$ cat src/rtl/imem_boot_ctrl.sv
// Boot/access controller: streams a program into instruction memory while holding the core in reset,
// then hands the single memory port to the IF stage. Writes land one cycle after acceptance; fetch is combinational.
module imem_boot_ctrl #(
   parameter int DEPTH = 10
) (
   input  logic        clk,
   input  logic        rst_n,
   input  logic        boot_start,
   input  logic        ld_valid,
   input  logic [31:0] ld_data,
   input  logic        ld_last,
   output logic        ld_ready,
   input  logic        if_req,
   input  logic [31:0] if_pc,
   output logic [31:0] if_inst,
   output logic        if_valid,
   output logic        stall,
   output logic        fetch_misalign,
   output logic        cpu_rst_n,
   output logic        load_done,
   output logic        load_err,
   output logic [31:0] words_loaded,
   output logic        mem_wr,
   output logic [31:0] mem_addr,
   output logic [31:0] mem_wdata,
   input  logic [31:0] mem_rdata
);

   localparam logic [1:0] S_IDLE  = 2'd0;
   localparam logic [1:0] S_LOAD  = 2'd1;
   localparam logic [1:0] S_DRAIN = 2'd2;
   localparam logic [1:0] S_RUN   = 2'd3;

   localparam logic [31:0] DEPTH_W = 32'(DEPTH);

   logic [1:0]  state;
   logic [31:0] wr_ptr;
   logic        wp;
   logic [31:0] wa;
   logic [31:0] wd;
   logic        in_run;
   logic        beat;
   logic        start_load;
   logic        in_range;

   assign in_run     = (state == S_RUN);
   assign ld_ready   = (state == S_LOAD);
   assign beat       = ld_valid & ld_ready;
   assign start_load = boot_start & ((state == S_IDLE) | in_run);
   assign in_range   = (wr_ptr < DEPTH_W);

   always_ff @(posedge clk or negedge rst_n) begin
      if (!rst_n) begin
         state <= S_IDLE;
      end else begin
         case (state)
            S_IDLE:  if (boot_start) state <= S_LOAD;
            S_LOAD:  if (beat && ld_last) state <= S_DRAIN;
            S_DRAIN: state <= S_RUN;
            S_RUN:   if (boot_start) state <= S_LOAD;
            default: state <= S_IDLE;
         endcase
      end
   end

   always_ff @(posedge clk or negedge rst_n) begin
      if (!rst_n) begin
         wr_ptr       <= '0;
         words_loaded <= '0;
         load_err     <= 1'b0;
         load_done    <= 1'b0;
      end else if (start_load) begin
         wr_ptr       <= '0;
         words_loaded <= '0;
         load_err     <= 1'b0;
         load_done    <= 1'b0;
      end else begin
         if (beat) begin
            wr_ptr       <= wr_ptr + 32'd1;
            words_loaded <= words_loaded + 32'd1;
            if (!in_range) load_err <= 1'b1;
         end
         if (state == S_DRAIN) load_done <= 1'b1;
      end
   end

   // Pending write register: one slot is enough because the port writes every cycle it is set.
   always_ff @(posedge clk or negedge rst_n) begin
      if (!rst_n) begin
         wp <= 1'b0;
         wa <= '0;
         wd <= '0;
      end else if (beat && in_range) begin
         wp <= 1'b1;
         wa <= {wr_ptr[29:0], 2'b00};
         wd <= ld_data;
      end else begin
         wp <= 1'b0;
      end
   end

   // Core reset drops on the same edge that leaves RUN for a reload.
   always_ff @(posedge clk or negedge rst_n) begin
      if (!rst_n) cpu_rst_n <= 1'b0;
      else        cpu_rst_n <= in_run & ~boot_start;
   end

   assign mem_wr    = wp;
   assign mem_addr  = wp ? wa : (in_run ? if_pc : 32'h0);
   assign mem_wdata = wp ? wd : 32'h0;

   assign stall          = ~in_run;
   assign fetch_misalign = in_run & if_req & (if_pc[1:0] != 2'b00);
   assign if_valid       = in_run & if_req & ~fetch_misalign;
   assign if_inst        = in_run ? mem_rdata : 32'h0;

endmodule

$ cat config.mk
export PLATFORM = sky130hd
export DESIGN_NAME = imem_boot_ctrl
export DESIGN_NICKNAME = d
export VERILOG_FILES = /design/src/rtl/imem_boot_ctrl.sv
export SDC_FILE = /design/constraint.sdc
export NUM_CORES = 1
export LEC_CHECK = 0
export ABC_CLOCK_PERIOD_IN_PS = 3750
export BUFFER_PORTS_ARGS = -buffer_cell sky130_fd_sc_hd__buf_2
export CAP_MARGIN = 20
export CORE_MARGIN = 2
export CORE_UTILIZATION = 40
export CTS_CLUSTER_SIZE = 10
export DETAILED_ROUTE_END_ITERATION = 6
export PLACE_DENSITY = 0.66
export REMOVE_ABC_BUFFERS = 1
export SLEW_MARGIN = 20
export SYNTH_ARGS = -nofsm -noshare
export SYNTH_HDL_FRONTEND = slang
export SYNTH_SLANG_ARGS = --single-unit
$ cat constraint.sdc
create_clock -name clk -period 3.75 [get_ports clk]
set_clock_uncertainty 0.1 [all_clocks]
set_input_delay 0.5625 -clock clk [delete_from_list [all_inputs] [get_ports clk]]
set_output_delay 0.5625 -clock clk [all_outputs]
set_load 0.03 [all_outputs]
==> metrics.yaml, run 1 <==
start_util_pct: 40.5
cts_hold_buf: 0
pwr_density_cell_nw_per_um2: 659
hold_viol: 0
insertion_delay_ns: 0.41
drv_slew: 0
io_pins: 238
clock-sinks: 132
drt_pass1_iterations: 4
vdd_drop_max_mv: 0.380
fin_crit_sh_pct: 76.7
syn_area_um2: 6620
worst_pin_slew_ns: 0.844
antenna_found_initial: 0
syn_to_final_growth_pct: 30.0
synthCells: 647
grt_use_total_pct: 19.3
slew_headroom_pct: 43.8
path_class: "reg -> out"
status: "finished, final reports clean"
die_y_um: 133
port_buffers: 237
period_needed_ns: 2.88
finalSetupTns_ns: 0
synthAdderAreaFrac_pct: 1.13
synth_ff_type: "dfrtp_1"
cts_tree: "yes"
design.core.area_um2: 16300
synth-simple-area-share_pct: 24.2
diodes: 0
fillers: 1506
root_buffer: "clkbuf_16"
setup_viol: 0
seq_area_um2: 3300
dp_hpwl_mm: 11.9
synthArstFlopShare_pct: 100
htreeDepth: 4
grt_pass1_vias: 5074
via_per_inst: 5.13
synth_warnings: 0
synth_mux_area_share_pct: 6.28
num_rows: 47
routabilityCongestion: 0.787
hold_path_class: "in -> async"
nNetsFinal: 976
drive_gt1_share_pct: 36.5
leakage_nw: 4.23
dieArea_um2: 17600
synth_top_family_by_area: "simple AND/OR/NAND/NOR gates"
grt_pass1_wl_mm: 27.3
synth-seq-cells: 132
numCtsBuffers: 17
ys_seq_area_share_pct: 49.9
cts_resized: 0
synth-compound-area-share_pct: 13.0
arrival_ns: 2.21
fp.dieW_um: 133
totalWireLength_mm: 16.9
ys_types: 41
maxCapViolations: 0
drtIter0Drc: 275
required_ns: 3.09
wl_per_cell_um: 15.4
clkTransAtPathRegs_ns: 0.05
grt_max_degree: 87
gr-total-overflow: 0
rsz0062_at_grt: "no"
max_freq_mhz: 348
post_cts_buffers: 0
p_total_w: 0.00567
synth_xor_area_share_pct: 1.99
cts_max_path_buffers: 2
worstSetupEndpointType: "output pin"
multiInputGateArea_um2: 3100
synth_edf_count: 0
routed-via-count: 5648
drc_errors: 0
syn_area_per_cell_um2: 10.2
cp-start-kind: "flop"
postRouteAntennaNets: 0
path_max_fanout: 34
==> metrics by stage <==
stage | hold slack [ns] | cell area, µm² | std cells | util [%] | setup WS [ns]
after floorplan | 0.167 | 6430 | 603 | - | -0.215
after global placement | 0.370 | 7990 | 1069 | 48.9 | 1.08
after detailed placement | 0.384 | 7990 | 1069 | 48.9 | 1.00
after CTS | 0.137 | 8600 | 1101 | 52.6 | 0.836
after global routing | 0.160 | 8600 | 1101 | 52.6 | 0.694
final | 0.0914 | 8600 | 1101 | 52.6 | 0.873
==> layer usage <==
layer | wire length, µm | up-vias | GRT usage (%)
met4 | 199 | 0 | 7.17
li1 | - | 2805 | -
met2 | 7840 | 149 | 28.8
met5 | 0 | - | 0
met3 | 778 | 13 | 4.52
met1 | 8090 | 2681 | 27.6
==> final timing paths <==
check	from	depth (start not counted)	to	slack, ns
max	state[0]	7	mem_addr[15]	0.87
min	rst_n	1	wr_ptr[11]	0.09
max reg2reg	state[1]	6	words_loaded[16]	0.99
min reg2reg	load_done	2	load_done	0.39
max in group asynchronous	rst_n	2	wa[25]	2.66
min in group clk	boot_start	2	cpu_rst_n	0.27
==> final cells by class <==
cell class,count,share of cell area [%]
flip-flops and latches,132,38.4
clock buffers,23,5.67
inverters,11,0.480
well taps,220,3.20
clock inverters,9,1.45
multi-input cells,460,36.0
repair buffers,246,14.8
==> placed cells by master, fill, tap and decap left out, drive strengths merged, types with 2 or more instances in the layout <==
cell type and instances:
clkinvlp 2, buf 246, and3 3, bufinv 3, nand2 35, mux2 36
clkinv 4, xnor2 10, xor2 5, or3 15, nand3 17, nor4 13
ha 6, nor2b 26, dfrtp 132, and4 7, a31o 3, a21oi 48
inv 11, o31ai 27, a22o 30, or4 31, o21ai 16, nor3 4
nor2 27, and2 71, clkbuf 23, nand4 20
==> where the power goes <==
part | leakage (nW) | total [W] | internal [W] | switching (W)
sequential | 1.76 | 0.00179 | 0.00166 | 0.000132
clock | 0.299 | 0.00171 | 0.00111 | 0.000594
combinational | 2.16 | 0.00218 | 0.000732 | 0.00144
total | 4.23 | 0.00567 | 0.00350 | 0.00217
==> state kept, by name, indices dropped and copies added, names as in the netlist <==
name / count
load_err: 1
load_done: 1
state: 2
cpu_rst_n: 1
wa: 30
wd: 32
words_loaded: 32
mem_wr: 1
wr_ptr: 32
==> critical path: stages, from the launching register on <==
cell and delay [ns]:
dfrtp_1 0.42, ha_1 0.17, buf_4 0.24, inv_1 0.11
nor2_2 0.13, buf_4 0.30, a22o_1 0.22, buf_2 0.21
==> kinds of logic (layout without fill, tap and decap cells) <==
group	count (synthesis)	in the layout
AOI/OAI and AO/OA	130	130
xor gates and xnor gates	15	15
adders and majority gates	6	6
buffers and inverters	55	289
DFF	132	132
muxes	37	37
and+or+nand+nor	272	272
==> cell usage after synthesis (10+ instances only) <==
| master | instances | area, µm² |
|---|---|---|
| or3_1 | 15 | 93.8 |
| or4_1 | 30 | 225 |
| nand2_1 | 35 | 131 |
| and2_1 | 71 | 444 |
| nor4_1 | 13 | 81.3 |
| nor2_1 | 27 | 101 |
| nand4_1 | 19 | 119 |
| o21ai_0 | 16 | 80.1 |
| mux2_2 | 36 | 405 |
| nand3_1 | 17 | 85.1 |
| a21oi_1 | 48 | 240 |
| clkbuf_1 | 34 | 128 |
| inv_1 | 11 | 41.3 |
| xnor2_1 | 10 | 87.6 |
| nor2b_1 | 26 | 163 |
| o31ai_1 | 27 | 203 |
| a22o_1 | 30 | 263 |
| dfrtp_1 | 132 | 3300 |
Note: power is estimated with default switching activity, not from simulation.
==> run 2, diff against run 1 <==
- ABC_AREA: unset -> 1
- ABC_CLOCK_PERIOD_IN_PS: 3750 -> 2300
- PLACE_DENSITY: 0.66 -> 0.67
- clock period: 3.75 -> 2.3 ns (I/O delays scaled with it)
==> run 2 against run 1 <==
Net effect:
- register-to-register slack got worse by 0.74 ns
- critical path depth shrank 2
- final cell count increased by 40%
- via count increased by 28%
- synthesized cell count is 65% higher
- non-clock buffer count is 9 higher
- combinational power grew 82%
- clock power rose by 75%
- largest cell class unchanged
==> metrics.yaml, run 2 <==
status: "finished, final reports clean"  # unchanged
wl_per_cell_um: 12.6  # was 15.4 µm
syn_to_final_growth_pct: 29.3  # was 30.0%
cp-startpoint: "state[0]"  # unchanged
synth.top_cells.by_area: "dfrtp_1, nand2_1, inv_1, nor2_1, nand3_1"  # was dfrtp_1, and2_1, mux2_2, a22o_1, a21oi_1
synth_top_area_share_pct: 45.0  # was 49.9%
slew_headroom_pct: 54.0  # was 43.8%
synthArstFlopShare_pct: 100  # unchanged
cp-start-kind: "flop"  # unchanged
drtIter0Drc: 362  # was 275
path_max_fanout: 32  # was 34
worstReg2RegStart: "state[0]"  # was state[1]
final_cell_area_um2: 9490  # was 8600 µm²
gr-total-overflow: 0  # unchanged
totalWireLength_mm: 19.5  # was 16.9 mm
fin_crit_sh_pct: 94.0
fillers: 1777  # was 1506
leakage_nw: 5.65  # was 4.23 nW
fp.dieW_um: 139  # was 133 µm
path_class: "reg -> out"  # unchanged
synth_common_cells: "nand2_1, inv_1, nor2_1, dfrtp_1, nand3_1"  # was dfrtp_1, and2_1, a21oi_1, mux2_2, nand2_1
hold_start: "ld_data[17]"
postRouteAntennaNets: 0  # unchanged
vdd_drop_max_mv: 0.623  # was 0.380 mV
drv_slew: 0  # unchanged
maxCapViolations: 0  # unchanged
layout_top_registers: "wd: 32 flops, words_loaded: 32 flops, wr_ptr: 32 flops"  # unchanged
pwr_density_cell_nw_per_um2: 1050  # was 659 nW/µm²
max_freq_mhz: 463
die_y_um: 139  # was 133 µm
required_ns: 1.86  # was 3.09 ns
grt_max_degree: 64  # was 87
rsz0062_at_grt: "no"  # unchanged
routed-via-count: 7225  # was 5648
hold_path_class: "in -> reg"  # was in -> async
worst_pin_slew_ns: 0.685  # was 0.844 ns
setup_viol: 0  # unchanged
htreeDepth: 4  # unchanged
cts_tree: "yes"  # unchanged
drt_pass1_iterations: 5  # was 4
diodes: 0  # unchanged
nNetsFinal: 1412  # was 976
numCtsBuffers: 17  # unchanged
grt_pass1_wl_mm: 32.3  # was 27.3 mm
design.core.area_um2: 18000  # was 16300 µm²
layout_common_cells: "nand2_1, buf_2, inv_1"  # was buf_2, dfrtp_1, and2_1
drc_errors: 0  # unchanged
start_util_pct: 40.9  # was 40.5%
syn_area_um2: 7340  # was 6620 µm²
dieArea_um2: 19400  # was 17600 µm²
ys_seq_area_share_pct: 45.0  # was 49.9%
dp_hpwl_mm: 14.3  # was 11.9 mm
port_buffers: 237  # unchanged
grt_use_total_pct: 20.1  # was 19.3%
hold_viol: 0  # unchanged
antenna_found_initial: 0  # unchanged
period_needed_ns: 2.16
yosysTopAreaCell: "dfrtp_1"  # unchanged
via_per_inst: 4.67  # was 5.13
placed_area_um2: 8740  # was 7990 µm²
clkTransAtPathRegs_ns: 0.06  # was 0.05 ns
routabilityCongestion: 0.859  # was 0.787
synth_edf_count: 0  # unchanged
clock-sinks: 132  # unchanged
root_buffer: "clkbuf_16"  # unchanged
synth-seq-cells: 132  # unchanged
yosysMostFrequentCell: "nand2_1"  # was dfrtp_1
insertion_delay_ns: 0.42  # was 0.41 ns
hold-worst-slack_ns: 0.0196  # was 0.0914 ns
finalSetupTns_ns: 0  # unchanged
arrival_ns: 1.72  # was 2.21 ns
syn_area_per_cell_um2: 6.88  # was 10.2 µm²
io_pins: 238  # unchanged
worstSetupEndpointType: "output pin"  # unchanged
drive_gt1_share_pct: 23.5  # was 36.5%
synth_warnings: 0  # unchanged
synth_ff_type: "dfrtp_1"  # unchanged
grt_pass1_vias: 6716  # was 5074
p_total_w: 0.00994  # was 0.00567 W
num_rows: 49  # was 47
layout_commonest_cell: "nand2_1"  # was buf_2
cts_max_path_buffers: 2  # unchanged
synthCells: 1067  # was 647
ys_types: 32  # was 41
-- run 2: repair_timing --
action | 4_1_cts | 5_1_grt
endpoints found under the hold margin | 48 | 0
buffers inserted | 0 | 0
hold buffers | 4 | 0
setup endpoints to repair | 0 | 23
resized for setup | 0 | 6
-- run 2: power breakdown --
group	internal (W)	total, W	switching [W]
sequential	0.00273	0.00298	0.000258
clock	0.00194	0.00299	0.00105
combinational	0.00114	0.00397	0.00282
total	0.00581	0.00994	0.00413
-- run 2: logic make-up (layout without fill, tap and decap cells) --
family | count (synthesis) | count (layout) | share of synthesized area, %
XOR/XNOR | 1 | 1 | 0.119
flip-flops | 132 | 132 | 45.0
AND/OR/NAND/NOR | 620 | 620 | 35.2
buffers and inverters | 218 | 468 | 12.2
AO/OA/AOI/OAI | 90 | 90 | 6.39
adder cells (fa/ha/maj) | 6 | 6 | 1.02
-- run 2: stage by stage --
stage | setup slack [ns] | cells | util [%]
floorplan | -1.28 | 1030 | -
global placement | 0.305 | 1509 | 48.6
detailed placement | 0.212 | 1509 | 48.6
CTS | 0.0325 | 1545 | 52.5
global route | 0.0347 | 1546 | 52.8
finish | 0.138 | 1546 | 52.8
-- run 2: critical path, cell delays in order (launching register included) --
cell     delay, ns
dfrtp_1       0.46
ha_4          0.21
buf_12        0.18
nand3_1       0.09
o21ai_0       0.10
buf_2         0.24
-- run 2: layout make-up --
type	instances	area [µm²]	share of cell area, %
Tap cell	229	287	3.02
Multi-Input combinational cell	717	3160	33.3
Timing Repair Buffer	255	1400	14.8
Sequential cell	132	3300	34.8
Inverter	181	679	7.16
Clock buffer	18	429	4.52
Clock inverter	14	226	2.39
-- run 2: final timing paths --
| kind | to | slack [ns] | cells past startpoint |
|---|---|---|---|
| max | mem_addr[23] | 0.14 | 5 |
| min | wd[17] | 0.02 | 3 |
| max reg2reg | words_loaded[20] | 0.25 | 10 |
| min reg2reg | wd[21] | 0.38 | 2 |
| max in group asynchronous | wa[19] | 1.12 | 3 |
| min in group asynchronous | wr_ptr[27] | 0.35 | 2 |
-- run 2: metal layers --
| metal | part of all wire [%] | vias up | GRT usage, % |
|---|---|---|---|
| li1 | - | 3726 | - |
| met1 | 45 | 3263 | 27.3 |
| met2 | 47 | 220 | 32.9 |
| met3 | 6.9 | 16 | 4.68 |
| met4 | 1.0 | 0 | 4.84 |
| met5 | 0 | - | 0 |
==> run 3, diff against run 2 <==
- CAP_MARGIN: 20 -> unset
- CORE_UTILIZATION: 40 -> 47
- PLACE_DENSITY: 0.67 -> 0.77
==> run 3 against run 2 <==
Net effect:
- core utilization is 8.7 points higher
- power is 3.6% lower
- hold slack worse by 0.0065 ns
- combinational power hardly changed
- clock power is 13% lower
- sequential power hardly changed
- die area is 14% lower
- cell area is 1.4% lower
- wire length is 1.1% higher
- non-clock buffer count is 1 lower
- first-iteration DRC count is 34% higher
- sequential share of layout area is 0.48 points higher
- critical path type unchanged
- critical endpoint is now mem_addr[30]
- largest cell class unchanged
- largest power group unchanged
==> metrics.yaml, run 3 (synthesized netlist as in run 2, its figures left out) <==
seq_area_um2: 3300  # unchanged
drt_pass1_iterations: 5  # unchanged
setup_viol: 0  # unchanged
p_total_w: 0.00958  # was 0.00994 W
insertion_delay_ns: 0.42  # about the same
io_pins: 238  # unchanged
port_buffers: 237  # unchanged
hold_viol: 0  # unchanged
hold_path_class: "in -> reg"  # unchanged
placed_area_um2: 8710  # was 8740 µm²
worstSetupEndpointType: "output pin"  # unchanged
grt_use_total_pct: 23.4  # was 20.1%
routed-via-count: 7300  # was 7225
drc_errors: 0  # unchanged
post_cts_buffers: 0  # unchanged
grt_pass1_vias: 6526  # was 6716
start_util_pct: 48.3  # was 40.9%
fp.dieW_um: 129  # was 139 µm
cp-start-kind: "flop"  # unchanged
root_buffer: "clkbuf_16"  # unchanged
leakage_nw: 5.61  # was 5.65 nW
pwr_density_cell_nw_per_um2: 1020  # was 1050 nW/µm²
drv_slew: 0  # unchanged
period_needed_ns: 2.14  # was 2.16 ns
hold_depth: 3  # unchanged
clkTransAtPathRegs_ns: 0.06  # about the same
fin_crit_sh_pct: 92.9  # was 94.0%
final_cell_area_um2: 9360  # was 9490 µm²
totalWireLength_mm: 19.7  # was 19.5 mm
worst_pin_slew_ns: 0.625  # was 0.685 ns
drive_gt1_share_pct: 23.5  # about the same
grt_pass1_wl_mm: 31.0  # was 32.3 mm
routabilityCongestion: 0.873  # was 0.859
path_class: "reg -> out"  # unchanged
final_core_util_pct: 61.5  # was 52.8%
maxCapViolations: 0  # unchanged
cts_tree: "yes"  # unchanged
postRouteAntennaNets: 0  # unchanged
cp-startpoint: "state[0]"  # unchanged
htreeDepth: 4  # unchanged
layout_top_registers: "wd: 32 flops, words_loaded: 32 flops, wr_ptr: 32 flops"  # unchanged
nNetsFinal: 1411  # was 1412
rsz0062_at_grt: "no"  # unchanged
worstReg2RegStart: "state[1]"  # was state[0]
layout_common_cells: "nand2_1, buf_2, inv_1"  # unchanged
path_max_fanout: 32  # unchanged
antenna_found_initial: 2  # was 0
grt_max_degree: 64  # unchanged
design.core.area_um2: 15200  # was 18000 µm²
die_y_um: 129  # was 139 µm
drtIter0Drc: 485  # was 362
r2r_setup_slack_ns: 0.22  # was 0.25 ns
dieArea_um2: 16600  # was 19400 µm²
vdd_drop_max_mv: 0.622  # was 0.623 mV
clock-sinks: 132  # unchanged
gr-total-overflow: 0  # unchanged
hold_end: "wd[14]"  # was wd[17]
dp_slack_ns: 0.334  # was 0.212 ns
multiInputGateArea_um2: 3150  # was 3160 µm²
layout_setup_ws_ns: 0.164  # was 0.138 ns
dp_hpwl_mm: 14.4  # was 14.3 mm
use_met1_pct: 29.7  # was 27.3%
max_freq_mhz: 468  # was 463 MHz
arrival_ns: 1.69  # was 1.72 ns
wl_per_cell_um: 13.1  # was 12.6 µm
fillers: 1379  # was 1777
layout_commonest_cell: "nand2_1"  # unchanged
required_ns: 1.86  # about the same
ff2ff_path_depth: 11  # was 10
cts_max_path_buffers: 2  # unchanged
syn_to_final_growth_pct: 27.5  # was 29.3%
hold-worst-slack_ns: 0.0132  # was 0.0196 ns
r2r_end: "words_loaded[29]"  # was words_loaded[20]
numCtsBuffers: 17  # unchanged
status: "finished, final reports clean"  # unchanged
use_met3_pct: 5.07  # was 4.68%
via_per_inst: 4.85  # was 4.67
slew_headroom_pct: 58.0  # was 54.0%
grtUsageMet2_pct: 39.4  # was 32.9%
num_rows: 45  # was 49
globalRoute.busiestLayer: "met2"  # unchanged
hold_start: "ld_data[14]"  # was ld_data[17]
[run 3: cell count changes in the layout (fill, tap and decap cells not counted), sizes merged]
cell,delta
dlygate4sd3,-1
diode,+2
buf,+1
clkinv,+2
clkbuf,-2
inv,+3
bufinv,-4
[run 3: metrics by stage]
| stage | setup TNS (ns) | std cells |
|---|---|---|
| floorplan | -69.01 | 1030 |
| global placement | 0 | 1468 |
| detailed placement | 0 | 1468 |
| CTS | 0 | 1503 |
| global route | 0 | 1505 |
| finish | 0 | 1506 |
[run 3: timing repair]
item / CTS / global route
hold buffers: 3 / 0
endpoints found under the setup margin: 0 / 29
resized for setup: 0 / 2
hold endpoints to repair: 55 / 0
[run 3: critical path: stages, from the launching register on]
cell,delay (ns)
dfrtp_1,0.46
ha_4,0.21
buf_12,0.18
nand3_1,0.08
o21ai_0,0.09
buf_2,0.23
[run 3: routing by layer]
layer	wire [µm]	part of all wire [%]
met1	8800	45
met2	9320	47
met3	1260	6.4
met4	306	1.6
met5	8	0.041
[run 3: area by class of cell]
cell class,instances,area share (%)
tap,188,2.51
timing repair buffer,254,15.1
multi-input combinational,717,33.7
clock inverter,15,1.55
clock buffer,17,4.55
antenna,2,0.0535
inverter,181,7.26
sequential,132,35.3
[run 3: how the worst max path moves through the flow]
stage / to / depth (start not counted) / slack (ns)
finish: mem_addr[30] / 5 / 0.16
global route: words_loaded[29] / 11 / 0.009
CTS: mem_addr[22] / 5 / 0.06
detailed placement: words_loaded[29] / 11 / 0.33
global placement: words_loaded[15] / 12 / 0.42
floorplan: if_valid / 3 / -1.28
[run 3: power by group]
part	total [W]	internal (W)	switching, W
registers	0.00298	0.00273	0.000259
clock network	0.00261	0.00151	0.00110
logic	0.00399	0.00116	0.00283
total	0.00958	0.00540	0.00419
